File: config.mk
export PLATFORM = sky130hd
export DESIGN_NAME = div_seq_flat
export DESIGN_NICKNAME = d
export VERILOG_FILES = /design/src/rtl/div_seq_pkg.sv /design/src/rtl/div_seq_if.sv /design/src/rtl/div_step.sv /design/src/rtl/div_seq.sv /design/src/flat_wrapper.sv
export SDC_FILE = /design/constraint.sdc
export NUM_CORES = 1
export LEC_CHECK = 0
export BUFFER_PORTS_ARGS = -buffer_cell sky130_fd_sc_hd__buf_2
export CAP_MARGIN = 20
export CORE_ASPECT_RATIO = 1.2
export CORE_MARGIN = 2
export CORE_UTILIZATION = 54
export CTS_CLUSTER_DIAMETER = 200
export DETAILED_ROUTE_END_ITERATION = 8
export PLACE_DENSITY = 0.88
export SYNTH_ARGS = -nofsm -noshare
export SYNTH_HDL_FRONTEND = slang
export SYNTH_SLANG_ARGS = --single-unit
File: constraint.sdc
create_clock -name clk -period 4.35 [get_ports clk]
set_clock_uncertainty 0.1 [all_clocks]
set_input_delay 1.0875 -clock clk [delete_from_list [all_inputs] [get_ports clk]]
set_output_delay 1.0875 -clock clk [all_outputs]
set_load 0.02 [all_outputs]
File: src/rtl/div_seq_pkg.sv
// Shared defines for the sequential divider: state encodings, iteration
// count and the E-stage opcodes used by the hazard and ALU logic.
package div_seq_pkg;

  localparam int DIV_DATA_W = 32;
  localparam int DIV_ITER   = DIV_DATA_W;

  typedef logic [1:0] div_state_t;

  localparam logic [1:0] S_IDLE    = 2'b00;
  localparam logic [1:0] S_DIVZERO = 2'b01;
  localparam logic [1:0] S_ON      = 2'b10;
  localparam logic [1:0] S_END     = 2'b11;

  localparam logic [7:0] EXE_DIV_OP  = 8'b0001_1010;
  localparam logic [7:0] EXE_DIVU_OP = 8'b0001_1011;

endpackage

File: src/rtl/div_seq_if.sv
// Pipeline <-> divider handshake: request/operands in, {HI, LO} result out.
interface div_seq_if import div_seq_pkg::*; #(parameter int DATA_W = DIV_DATA_W);

  logic                  start;
  logic                  signed_div;
  logic                  annul;
  logic [DATA_W-1:0]     opdata_a;
  logic [DATA_W-1:0]     opdata_b;
  logic [2*DATA_W-1:0]   result;
  logic                  ready;
  logic                  busy;

  modport master (
    output start, signed_div, annul, opdata_a, opdata_b,
    input  result, ready, busy
  );

  modport slave (
    input  start, signed_div, annul, opdata_a, opdata_b,
    output result, ready, busy
  );

endinterface

File: src/rtl/div_step.sv
// One restoring shift-subtract step: work = {spare, remainder, dividend/quotient}.
module div_step import div_seq_pkg::*; #(
  parameter int DATA_W = DIV_DATA_W
) (
  input  logic [2*DATA_W:0]  work,
  input  logic [DATA_W-1:0]  divisor,
  output logic [2*DATA_W:0]  work_next
);

  logic [DATA_W:0] trial;
  logic            unused_msb;

  // The spare top bit only exists to hold the shifted-out restore value.
  assign unused_msb = work[2*DATA_W];

  assign trial = {work[2*DATA_W-1:DATA_W], work[DATA_W-1]} - {1'b0, divisor};

  always_comb begin
    if (!trial[DATA_W]) begin
      work_next = {trial, work[DATA_W-2:0], 1'b1};
    end else begin
      work_next = {work[2*DATA_W-1:0], 1'b0};
    end
  end

endmodule

File: src/rtl/div_seq.sv
// Multi-cycle DIV/DIVU unit: one quotient bit per cycle, sign fix-up on the
// last step, result held in END until the pipeline drops start.
//
//   state     | meaning
//   S_IDLE    | waiting for start
//   S_DIVZERO | divisor was zero, result forced to zero
//   S_ON      | iterating, one shift-subtract per cycle
//   S_END     | result presented, ready from the second END cycle
module div_seq import div_seq_pkg::*; #(
  parameter int DATA_W = DIV_DATA_W
) (
  input  logic      clk,
  input  logic      resetn,
  div_seq_if.slave  bus
);

  localparam int CNT_W = $clog2(DATA_W + 1);
  localparam logic [CNT_W-1:0] CNT_LAST = CNT_W'(DATA_W - 1);

  div_state_t            state;
  logic [CNT_W-1:0]      cnt;
  logic [2*DATA_W:0]     work;
  logic [2*DATA_W:0]     work_step;
  logic [DATA_W-1:0]     divisor;
  logic                  quo_neg;
  logic                  rem_neg;
  logic                  ready_q;
  logic [2*DATA_W-1:0]   result_q;

  logic [DATA_W-1:0]     a_mag;
  logic [DATA_W-1:0]     b_mag;
  logic [DATA_W-1:0]     quo_fix;
  logic [DATA_W-1:0]     rem_fix;
  logic                  a_neg;
  logic                  b_neg;

  assign a_neg = bus.signed_div & bus.opdata_a[DATA_W-1];
  assign b_neg = bus.signed_div & bus.opdata_b[DATA_W-1];
  assign a_mag = a_neg ? -bus.opdata_a : bus.opdata_a;
  assign b_mag = b_neg ? -bus.opdata_b : bus.opdata_b;

  div_step #(.DATA_W(DATA_W)) u_step (
    .work      (work),
    .divisor   (divisor),
    .work_next (work_step)
  );

  // Fix-up is applied to the last step's output so END only has to copy.
  assign quo_fix = quo_neg ? -work_step[DATA_W-1:0] : work_step[DATA_W-1:0];
  assign rem_fix = rem_neg ? -work_step[2*DATA_W-1:DATA_W] : work_step[2*DATA_W-1:DATA_W];

  always_ff @(posedge clk or negedge resetn) begin
    if (!resetn) begin
      state    <= S_IDLE;
      cnt      <= '0;
      work     <= '0;
      divisor  <= '0;
      quo_neg  <= 1'b0;
      rem_neg  <= 1'b0;
      ready_q  <= 1'b0;
      result_q <= '0;
    end else if (bus.annul) begin
      state    <= S_IDLE;
      cnt      <= '0;
      work     <= '0;
      ready_q  <= 1'b0;
      result_q <= '0;
    end else begin
      case (state)
        S_IDLE: begin
          if (bus.start) begin
            if (bus.opdata_b == '0) begin
              state <= S_DIVZERO;
            end else begin
              state   <= S_ON;
              cnt     <= '0;
              work    <= {{(DATA_W+1){1'b0}}, a_mag};
              divisor <= b_mag;
              quo_neg <= a_neg ^ b_neg;
              rem_neg <= a_neg;
            end
          end
        end
        S_DIVZERO: begin
          work  <= '0;
          state <= S_END;
        end
        S_ON: begin
          cnt <= cnt + CNT_W'(1);
          if (cnt == CNT_LAST) begin
            work  <= {1'b0, rem_fix, quo_fix};
            state <= S_END;
          end else begin
            work <= work_step;
          end
        end
        S_END: begin
          if (!bus.start) begin
            state    <= S_IDLE;
            ready_q  <= 1'b0;
            result_q <= '0;
          end else begin
            ready_q  <= 1'b1;
            result_q <= work[2*DATA_W-1:0];
          end
        end
        default: state <= S_IDLE;
      endcase
    end
  end

  assign bus.result = result_q;
  assign bus.ready  = ready_q;
  assign bus.busy   = (state != S_IDLE);

endmodule

File: src/flat_wrapper.sv
// flat-port wrapper written by rule: the top's interface ports become plain ports
module div_seq_flat import div_seq_pkg::*;
#(
  parameter int DATA_W = DIV_DATA_W
)
  (clk, resetn, bus_start, bus_signed_div, bus_annul, bus_opdata_a, bus_opdata_b, bus_result, bus_ready, bus_busy);
  div_seq_if #(.DATA_W(DATA_W)) bus_i ();
  input  logic clk;
  input  logic resetn;
  input wire logic [$bits(bus_i.start)-1:0] bus_start;
  input wire logic [$bits(bus_i.signed_div)-1:0] bus_signed_div;
  input wire logic [$bits(bus_i.annul)-1:0] bus_annul;
  input wire logic [$bits(bus_i.opdata_a)-1:0] bus_opdata_a;
  input wire logic [$bits(bus_i.opdata_b)-1:0] bus_opdata_b;
  output wire logic [$bits(bus_i.result)-1:0] bus_result;
  output wire logic [$bits(bus_i.ready)-1:0] bus_ready;
  output wire logic [$bits(bus_i.busy)-1:0] bus_busy;
  assign bus_i.start = bus_start;
  assign bus_i.signed_div = bus_signed_div;
  assign bus_i.annul = bus_annul;
  assign bus_i.opdata_a = bus_opdata_a;
  assign bus_i.opdata_b = bus_opdata_b;
  assign bus_result = bus_i.result;
  assign bus_ready = bus_i.ready;
  assign bus_busy = bus_i.busy;
  div_seq #(.DATA_W(DATA_W)) u_core (.clk(clk), .resetn(resetn), .bus(bus_i));
endmodule
; ---- Yosys cells after proc, flatten, opt, wreduce, memory -nomap -nowiden
; Cells that the tools add are included.
[classes]
bitwise = 5
eq_ne = 8
muxes = 26
n_addsub = 6
reduce_logical = 10
[op_table]
columns = op, count
row1 = 64-bit two-way mux, 8
row2 = 64-bit one-hot mux with 3 select lines, 1
row3 = 32-bit two-way mux, 4
row4 = 32-bit negation, 4
row5 = 33-bit by 32-bit subtractor with 33-bit output, 1
row6 = 32-bit zero test, 1
row7 = 6-bit two-way mux, 3
row8 = 6-bit one-hot mux with 2 select lines, 1
row9 = 2-bit two-way mux, 5
row10 = 3-bit inequality test (second input constant), 3
row11 = 3-bit AND reduction, 3
row12 = 2-bit one-hot mux with 4 select lines, 1
row13 = 6-bit by 1-bit adder with 6-bit output (second input constant), 1
row14 = 6-bit by 5-bit equality test with 1-bit output (second input constant), 1
row15 = 2-bit equality test (second input constant), 2
row16 = 4-bit AND reduction, 1
row17 = 2-bit nonzero test, 2
row18 = 4-bit nonzero test, 1
row19 = 1-bit two-way mux, 3
row20 = 3-bit by 2-bit inequality test with 1-bit output (second input constant), 1
row21 = 3-bit nonzero test, 1
row22 = 1-bit bitwise AND, 2
row23 = 2-bit by 1-bit equality test with 1-bit output (second input constant), 1
row24 = 2-bit zero test, 1
row25 = 2 further kinds, 3
[totals]
register_bits = 171
wordCells = 63
out_inout_bits = 66
inputBits = 69

; ---- Logic depth before layout (Yosys ltp)
; Gate-level depths: netlist of the first run.
[logic_depth]
ltp_word = 7
ltp_mapped = 23
mapped_depth_nobuf = 20

; ---- By module
; Synthesis of the first run repeated with hierarchy kept, for this count alone.
[hier_totals]
cells_unflattened = 1371
hier_area_um2 = 12120.4
[by_module_without_submodules]
columns = mod, area_per_inst_um2, cells_per_inst, seq_area_each_um2, instances
row1 = div_seq, 9562.9, 997, 4304.1, 1
row2 = div_step, 2557.5, 374, 0.0, 1

; ---- Worst setup path after synthesis of the first run
; No wires, ideal clock.
[synth_path]
path_type = register to register
from = register u_core.work[31]
to = register u_core.work[60]
required_ns = 4.181
arrival_ns = 4.563
stages_incl_launch_ff = 22
setup_ns = 0.069
synth_period_minus_slack_ns = 4.732
path_buffers = 3
path_slack_ns = -0.382
cell_sequence = dfrtp_1 -> inv_1 -> ha_1 -> inv_1 -> fa_1 -> a211oi_2 -> o211ai_1 -> nand3_1 -> a21oi_1 -> o21a_4 -> nor2_8 -> buf_6 -> buf_2 -> buf_2 -> mux2i_1 -> ha_1 -> nand3b_1 -> mux2i_1 -> o21ai_2 -> o31a_1 -> or4_1 -> nand3_1
[synth_between]
elab_chain_len = 7
[synth_rtl]
columns = item, line_no
row1 = "start, declared", div_seq.sv:22  ; logic [2*DATA_W:0] work;
row2 = "start signal, assigned", div_seq.sv:77  ; work <= {{(DATA_W+1){1'b0}}, a_mag};
row3 = "start signal, assigned", div_seq.sv:91  ; work <= {1'b0, rem_fix, quo_fix};
row4 = "start signal, assigned", div_seq.sv:94  ; work <= work_step;
row5 = 33-bit by 32-bit subtractor with 33-bit output, div_step.sv:16  ; assign trial = {work[2*DATA_W-1:DATA_W], work[DATA_W-1]} - {1'b0, divisor};
row6 = 64-bit two-way mux *, div_step.sv:19  ; if (!trial[DATA_W]) begin
row7 = 32-bit negation, div_seq.sv:50  ; assign rem_fix = rem_neg ? -work_step[2*DATA_W-1:DATA_W] : work_step[2*DATA_W-1:DATA_W];
row8 = 32-bit two-way mux, div_seq.sv:50
row9 = 64-bit two-way mux *, div_seq.sv:90  ; if (cnt == CNT_LAST) begin
row10 = 64-bit one-hot mux with 3 select lines *, div_seq.sv:69  ; case (state)
row11 = 64-bit two-way mux *, div_seq.sv:62  ; end else if (bus.annul) begin
; Every way passes the cells marked *; elsewhere a longest branch is shown, timed or not.
; A chain may end at the register's enable or synchronous reset.

; ---- Worst setup path after layout of the first run
[layout_path]
from = register u_core.work[43]
to = register u_core.work[63]
; Same word-level chain as after synthesis.

==> impl_metrics.yaml, run 1 <==
status:
  status: "finished, final reports clean"
sta:
  relSlewSlack_pct: 38.1
  hold_viol_final: 0
  clock.fmax_mhz: 242
  slew_violations: 0
  setup_tns_ns: 0
  setup_ws_ns: 0.222
  min_period_ns: 4.13
  finalCritPeriodShare_pct: 94.9
  worst_pin_slew_ns: 0.928
  setup_viol: 0
clock_tree:
  clk_latency_ns: 0.45
  htreeDepth: 4
  cts_tree: "yes"
  cts_root_buf: "clkbuf_16"
  clkSinkCount: 171
  cts.path.max_buffers: 2
  cts_buffers: 17
  path_clk_slew_ns: 0.07
  ctsHoldBuffers: 0
setup_path:
  critPathMaxFanout: 9
  worst-r2r-cell-count: 11
  rrSetupSlack_ns: 0.22
  cp-start-kind: "flop"
  path_class: "reg2reg"
  rr_endpoint: "u_core.work[63]"
  cp.required_ns: 4.58
  timing.rr.start: "u_core.work[43]"
  cp.arrival_ns: 4.36
  cp-end-kind: "flop"
floorplan:
  rows: 60
  dieArea_um2: 23800
  ios: 135
  placeableCoreArea_um2: 22300
  start_util_pct: 54.6
  die_w_um: 141
  die_y_um: 169
global_routing:
  grt_pass1_vias: 11000
  grt_max_degree: 94
  grt_overflow: 0
  antenna_found_initial: 1
  grt_use_total_pct: 29.4
  grt_pass1_wl_um: 56200
pwr:
  pwr-share-comb_pct: 41.9
  p_leak_nw: 6.36
  netSwitchingPower_w: 0.00273
  internal_power_w: 0.00371
  p_sw_share_pct: 42.4
  vdd.ir_drop.worst_mv: 0.313
  seq_power_share_pct: 33.3
  clockPowerShare_pct: 24.8
  total_power_w: 0.00644
  power_density_nw_per_um2: 458
drt:
  route.vias.total: 11500
  wirelength_um: 35000
  route.detailed.drc: 0
  routed_via_density: 6.27
  ant_nets: 0
  drt_iter0_drc: 1138
  drt-pass1-iter-count: 6
  wire_per_inst_um: 19.0
placement:
  place_ws_ns: 0.0624
  dp.cells: 1803
  place_area_um2: 13400
  hpwlAfterDp_um: 26200
  port_buffers: 134
  gp_congestion: 0.992
hold_path:
  hold_end: "u_core.bus.ready"
  hold_class: "reg2reg"
  hold_path_depth: 1
  hp-start: "u_core.bus.ready"
yosys:
  yosys.cell_types.count: 86
  syn_area_um2: 12200
  syn_area_per_cell_um2: 8.61
  yosysSeqAreaShare_pct: 35.1
  synthCells: 1414
  async_flop_share_pct: 100
  ys_top_cells_by_area: "dfrtp_1 (35%), xnor2_1 (6.4%), a22o_1 (5.4%)"
  synth_nets: 1525
  yosys.area.top_type: "dfrtp_1"
  ys.flop_type: "dfrtp_1"
  synth-seq-cells: 171
  synth_top_area_share_pct: 35.1
  yosys_warnings: 0
  synth_edf_count: 0
  synth_commonest_cells: "dfrtp_1 (171), nand2_1 (140), a21oi_1 (111)"
  yosysMostFrequentCell: "dfrtp_1"
finish:
  fin_nets: 1656
  syn2layout_area_growth_pct: 15.6
  fin_area_um2: 14100
  drive_gt1_share_pct: 17.7
  finalNonFillerCells: 1838
  fill_cells: 1767
run:
  max-cap-violations: 0
routing by layer:
layer  share of wire [%]  vias up  GRT usage [%]
met5                   0        -              0
met4                 5.1        0           14.8
li1                    -     5408              -
met3                 5.5      120           5.23
met2                  49      467           49.5
met1                  40     5525           36.4
worst max-delay path: stages (launching register included):
cell       delay [ns]
dfrtp_1          0.47
ha_1             0.51
a211oi_1         0.14
a211oi_1         0.46
a21boi_1         0.43
a21oi_1          0.17
o311ai_0         0.76
o41ai_2          0.24
o2111ai_1        0.24
or3_1            0.16
mux2i_1          0.07
a221o_1          0.26
through the flow:
stage	util, %	hold WS [ns]
6_report	63.1	0.383
4_1_cts	62.8	0.388
2_1_floorplan	-	0.346
3_5_place_dp	60.0	0.373
5_1_grt	63.1	0.415
3_3_place_gp	60.0	0.354
cells by family after synthesis:
group	after synthesis	share of synthesized area, %
flops	171	35.1
mux	28	2.32
xor+xnor	138	9.92
fa+ha+maj	42	4.38
compound gates	469	26.4
buf+inv	143	5.04
simple gates	423	16.8
power by group through the flow:
stage	Clock, W	Combinational, W	Sequential [W]
2_1_floorplan	0	0.00193	0.00207
6_report	0.00160	0.00270	0.00215
5_1_grt	0.00168	0.00296	0.00218
3_5_place_dp	0	0.00261	0.00217
3_3_place_gp	0	0.00254	0.00215
4_1_cts	0.00161	0.00262	0.00214
how the worst max path moves through the flow:
stage               startpoint              end  slack [ns]  cells after the start
2_1_floorplan  u_core.work[31]  u_core.work[60]       -0.06                     23
3_3_place_gp   bus_opdata_b[8]  u_core.work[31]        0.16                     11
3_5_place_dp   bus_opdata_b[8]  u_core.work[31]        0.06                     11
4_1_cts        u_core.work[31]  u_core.work[60]        0.06                     20
5_1_grt        u_core.work[31]  u_core.work[60]       -0.02                     19
6_report       u_core.work[43]  u_core.work[63]        0.22                     11
flip-flops by register name (all words and copies together) (netlist names):
signal and cells:
u_core.state 2, u_core.cnt 6, u_core.bus.ready 1, u_core.rem_neg 1, u_core.work 64, u_core.divisor 32
u_core.bus.result 64, u_core.quo_neg 1
cell usage in the layout (no fill, tap or decap), drive strengths merged, types with 12 or more instances in the layout:
cell type and count:
mux2i 26, o22a 16, clkbuf 17, nand2 140
xnor2 89, nand4 12, a31oi 18, nor3 38
a21oi 116, dfrtp 171, nor4 19, xor2 49
a211oi 14, nand2b 17, o41ai 13, ha 41
inv 66, a22o 75, buf 196, or3 14
nand3 22, nor2 107, o31ai 39, o21ai 112
layout make-up:
class	count	area, µm²	area share (%)
Sequential cell	171	4280	30.4
Clock inverter	15	193	1.37
Clock buffer	17	425	3.02
Timing Repair Buffer	196	1220	8.65
Antenna cell	1	2.50	0.0178
Multi-Input combinational cell	1100	7380	52.5
Tap cell	279	349	2.48
Inverter	59	224	1.59
what timing repair did:
item | CTS | global route
endpoints found under the setup margin | 0 | 21
gates resized for setup | 0 | 9
setup buffers | 0 | 2
Power figures use the tool's default switching activity.
==> run 2: changes to the inputs <==
- clock period: 4.35 -> 3.7 ns (I/O delays scaled with it)
==> impl_metrics.yaml, run 2 (synthesis gave the netlist of run 1 again) <==
floorplan:
  placeableCoreArea_um2: 22300
  dieArea_um2: 23800
  die_y_um: 169
  rows: 60
  start_util_pct: 54.6
  die_w_um: 141
  ios: 135
setup_path:
  path_class: "reg2reg"
  crit_family: "compound AO/OA/AOI/OAI gates"
  critPathMaxFanout: 4
  cp.arrival_ns: 4.32
  crit_chain: "inv_1 -> ha_2 -> inv_2 -> fa_2 -> a211oi_2 -> o211ai_1 -> nand3_2 -> a21oi_4 -> o21a_4 -> nor2_8 -> mux2i_2 -> ha_2 -> nand3b_1 -> mux2i_2 -> o21ai_2 -> o31a_1 -> or4_1 -> nand3_1"
  rr_endpoint: "u_core.work[60]"
  worst-r2r-cell-count: 18
  crit_buf_inv: 2
  cp-end-kind: "flop"
  timing.rr.start: "u_core.work[31]"
  cp.required_ns: 3.99
  critPathMaxStageDelay_ns: 0.40
  worst_path_max_delay_cell: "or4_1"
  rrSetupSlack_ns: -0.33
  cp-start-kind: "flop"
finish:
  multi_input_area_um2: 7940
  seqCellArea_um2: 4280
  fin_area_um2: 15800
  drive_gt1_share_pct: 28.8
  fill_cells: 1502
  final_common_cell: "buf_4"
  most-common-layout-cells: "buf_4 (197), dfrtp_1 (171), nand2_1 (136), buf_2 (133), nor2_1 (102)"
  fin_nets: 1812
  syn2layout_area_growth_pct: 30.0
placement:
  place_ws_ns: -0.371
  port_buffers: 134
  place_area_um2: 14500
  gp_congestion: 0.978
  hpwlAfterDp_um: 28500
drt:
  wirelength_um: 41000
  wire_per_inst_um: 20.5
  ant_nets: 0
  route.vias.total: 12900
  route.detailed.drc: 0
  drt_iter0_drc: 1388
  drt-pass1-iter-count: 6
  routed_via_density: 6.47
sta:
  setup_ws_ns: -0.331
  grt_setup_unrepaired: "true"
  worst_pin_slew_ns: 1.46
  setup_viol: 36
  hold_viol_final: 0
  min_period_ns: 4.03
  relSlewSlack_pct: 2.45
  slew_violations: 0
  finalCritPeriodShare_pct: 109
  clock.fmax_mhz: 248
clock_tree:
  clk_latency_ns: 0.45
  cts_tree: "yes"
  htreeDepth: 4
  clkSinkCount: 171
  cts_buffers: 17
  cts_root_buf: "clkbuf_16"
  ctsHoldBuffers: 0
  path_clk_slew_ns: 0.07
  cts.path.max_buffers: 2
run:
  max-cap-violations: 0
global_routing:
  grt_pass1_wl_um: 61800
  antenna_found_initial: 3
  grt_max_degree: 66
  grt_use_total_pct: 32.4
  grt_pass1_vias: 12200
  grt_overflow: 0
pwr:
  p_leak_nw: 7.17
  vdd.ir_drop.worst_mv: 0.369
  power_density_nw_per_um2: 533
  total_power_w: 0.00845
status:
  status: "finished with violations"
  violations: "setup timing"
hold_path:
  hold_class: "in2async"
[run 2: changes by cell type in the layout (fill, tap and decap cells not counted), moves of 8 or more]
cell,before,now
o31ai_1,36,25
a21oi_1,109,101
o21ai_1,3,23
buf_4,56,197
o21ai_0,108,76
o21ai_2,1,10
buf_6,1,13
[run 2: where the power goes]
group | internal (W) | leakage, nW | total [W] | switching [W]
logic | 0.00166 | 4.63 | 0.00411 | 0.00245
clock network | 0.000971 | 0.271 | 0.00180 | 0.000827
registers | 0.00220 | 2.27 | 0.00254 | 0.000333
[run 2: how the worst max path moves through the flow]
| stage | from | end | slack [ns] | cells after the start |
|---|---|---|---|---|
| after floorplan | u_core.work[31] | u_core.work[60] | -0.71 | 23 |
| final | u_core.work[31] | u_core.work[60] | -0.33 | 18 |
| after global placement | u_core.work[31] | u_core.work[58] | -0.26 | 15 |
| after global routing | u_core.work[31] | u_core.work[26] | -0.49 | 21 |
| after detailed placement | u_core.work[31] | u_core.work[28] | -0.37 | 20 |
| after CTS | u_core.work[31] | u_core.work[58] | -0.17 | 18 |
[run 2: metal layers]
| layer | share of wire [%] | global-route usage (%) | up-vias |
|---|---|---|---|
| li1 | - | - | 5719 |
| met1 | 37 | 39.0 | 6154 |
| met2 | 48 | 53.4 | 825 |
| met3 | 7.7 | 5.57 | 218 |
| met4 | 7.5 | 21.5 | 0 |
| met5 | 0 | 0 | - |
[run 2: through the flow]
| stage | hold WS [ns] | TNS [ns] | cells | utilization (%) |
|---|---|---|---|---|
| after floorplan | 0.346 | -7.85 | 1414 | - |
| after global placement | 0.358 | -5.19 | 1943 | 65.0 |
| after detailed placement | 0.376 | -9.57 | 1943 | 65.0 |
| after CTS | 0.379 | -1.37 | 1985 | 69.1 |
| after global routing | 0.405 | -12.08 | 1996 | 71.0 |
| final | 0.341 | -5.86 | 1996 | 71.0 |
[run 2: layout make-up]
cell class	instances	share of cell area [%]
Inverter	59	1.41
Sequential cell	171	27.0
Clock buffer	21	2.91
Timing Repair Buffer	352	15.6
Antenna cell	3	0.0474
Clock inverter	11	0.695
Tap cell	279	2.20
Multi-Input combinational cell	1100	50.1
[run 2: repair_timing]
item / CTS / global route
resized for setup: 56 / 80
buffers inserted: 10 / 10
pin swaps: 28 / 45
endpoints found under the setup margin: 36 / 41
[run 2: worst reg2reg max path: stages (launching register included)]
cell,delay [ns]
dfrtp_1,0.38
inv_1,0.06
ha_2,0.18
inv_2,0.04
fa_2,0.37
a211oi_2,0.23
o211ai_1,0.20
nand3_2,0.20
a21oi_4,0.09
o21a_4,0.24
nor2_8,0.15
mux2i_2,0.27
ha_2,0.24
nand3b_1,0.11
mux2i_2,0.22
o21ai_2,0.14
o31a_1,0.29
or4_1,0.40
nand3_1,0.08
==> run 3: changes to the inputs <==
- CORE_UTILIZATION: 54 -> 30
- PLACE_DENSITY: 0.88 -> 0.59
==> impl_metrics.yaml, run 3 (synthesis gave the netlist of run 1 again) <==
status:
  status: "finished with violations"
  violations: "setup timing"
setup_path:
  cp.arrival_ns: 4.22
  critPathMaxFanout: 3
  rrSetupSlack_ns: -0.27
  critical_path.startpoint: "u_core.work[31]"
  cp-end-kind: "flop"
  cp-start-kind: "flop"
  path_class: "reg2reg"
  timing.rr.start: "u_core.work[31]"
  worst-r2r-cell-count: 17
  cp.required_ns: 3.95
  rr_endpoint: "u_core.work[58]"
floorplan:
  placeableCoreArea_um2: 39900
  ios: 135
  die_w_um: 188
  die_y_um: 225
  rows: 80
  dieArea_um2: 42200
  start_util_pct: 30.5
sta:
  min_period_ns: 3.97
  slew_violations: 0
  grt_setup_unrepaired: "true"
  setup_viol: 20
  worst_pin_slew_ns: 0.846
  holdWs_ns: 0.343
  setup_ws_ns: -0.270
  clock.fmax_mhz: 252
  relSlewSlack_pct: 43.5
  hold_viol_final: 0
  finalCritPeriodShare_pct: 107
placement:
  hpwlAfterDp_um: 31100
  port_buffers: 134
  gp_congestion: 0.900
  place_area_um2: 15100
global_routing:
  grt_pass1_vias: 11900
  grt_pass1_wl_um: 64700
  grt_max_degree: 60
  antenna_found_initial: 1
  grt_use_total_pct: 19.3
  grt_overflow: 0
drt:
  drt-pass1-iter-count: 5
  wirelength_um: 40600
  wire_per_inst_um: 17.8
  routed_via_density: 5.25
  route.vias.total: 12000
  drt_iter0_drc: 727
  route.detailed.drc: 0
  ant_nets: 0
clock_tree:
  cts_buffers: 17
  cts_root_buf: "clkbuf_16"
  cts.path.max_buffers: 2
  htreeDepth: 4
  ctsHoldBuffers: 0
  clkSinkCount: 171
  cts_tree: "yes"
  clk_latency_ns: 0.46
  path_clk_slew_ns: 0.07
finish:
  drive_gt1_share_pct: 29.5
  fin_nets: 1844
  most-common-layout-cells: "buf_4 (227), dfrtp_1 (170), nand2_1 (137), buf_2 (133), nor2_1 (103)"
  final_common_cell: "buf_4"
  finish.utilization_pct: 40.8
  syn2layout_area_growth_pct: 33.8
  fin_area_um2: 16300
run:
  max-cap-violations: 0
pwr:
  power_density_nw_per_um2: 516
  p_leak_nw: 7.31
  vdd.ir_drop.worst_mv: 0.375
hold_path:
  hold_class: "in2async"
## run 3: cell types whose count changed in the layout (fill, tap and decap cells not counted), moves of 4 or more
| cell | before | now |
|---|---|---|
| o21ai_0 | 76 | 87 |
| buf_4 | 197 | 227 |
| buf_12 | 8 | 13 |
| inv_8 | 0 | 4 |
| o31ai_1 | 25 | 29 |
| ha_4 | 2 | 6 |
| o21ai_1 | 23 | 16 |
## run 3: how the worst max path moves through the flow
stage	endpoint	slack, ns	cells after the start
floorplan	u_core.work[60]	-0.71	23
global placement	u_core.work[58]	-0.34	15
detailed placement	u_core.work[58]	-0.38	21
CTS	u_core.work[58]	-0.27	19
global route	u_core.work[58]	-0.48	19
finish	u_core.work[58]	-0.27	17
## run 3: final cells by class
type | instances | area (µm²)
multi-input combinational | 1100 | 7790
timing repair buffer | 384 | 2750
inverter | 59 | 224
clock buffer | 18 | 439
antenna | 1 | 2.50
fill | 3926 | 23600
tap | 533 | 667
sequential | 171 | 4280
clock inverter | 14 | 146
## run 3: through the flow
stage / TNS, ns / power, W / instances / setup slack, ns
3_5_place_dp: -14.95 / 0.00631 / 2225 / -0.381
4_1_cts: -1.76 / 0.00826 / 2266 / -0.269
6_report: -2.33 / 0.00841 / 2280 / -0.270
3_3_place_gp: -10.51 / 0.00625 / 2225 / -0.339
2_1_floorplan: -7.85 / 0.00475 / 1414 / -0.706
5_1_grt: -7.62 / 0.00895 / 2280 / -0.478
## run 3: per-layer routing
metal,part of all wire [%],routed length (µm),global-route usage [%]
met1,44,18000,24.8
met2,48,19400,32.0
met3,3.3,1360,2.26
met4,4.5,1820,9.70
met5,0,0,0
## run 3: power breakdown
group | switching [W] | internal (W)
combinational | 0.00230 | 0.00176
sequential | 0.000333 | 0.00220
clock | 0.000909 | 0.000917
## run 3: what timing repair did
action                                  CTS  global route
setup buffers                             9            14
gates cloned                              0             0
endpoints found under the setup margin   40            38
resized for setup                        47            55
endpoints found under the hold margin     0             0
pin swaps                                27            20
## run 3: critical path: stages (launching register included)
cell and delay [ns]:
dfrtp_1 0.39, inv_2 0.07, ha_4 0.13, inv_2 0.04
fa_2 0.38, a211oi_4 0.27, o211ai_1 0.16, nand3_2 0.14
buf_4 0.12, buf_6 0.09, a21oi_1 0.06, or3_1 0.33
a2111o_1 0.49, a21boi_0 0.15, or3b_1 0.42, o41ai_4 0.24
xnor2_1 0.11, a22o_1 0.18
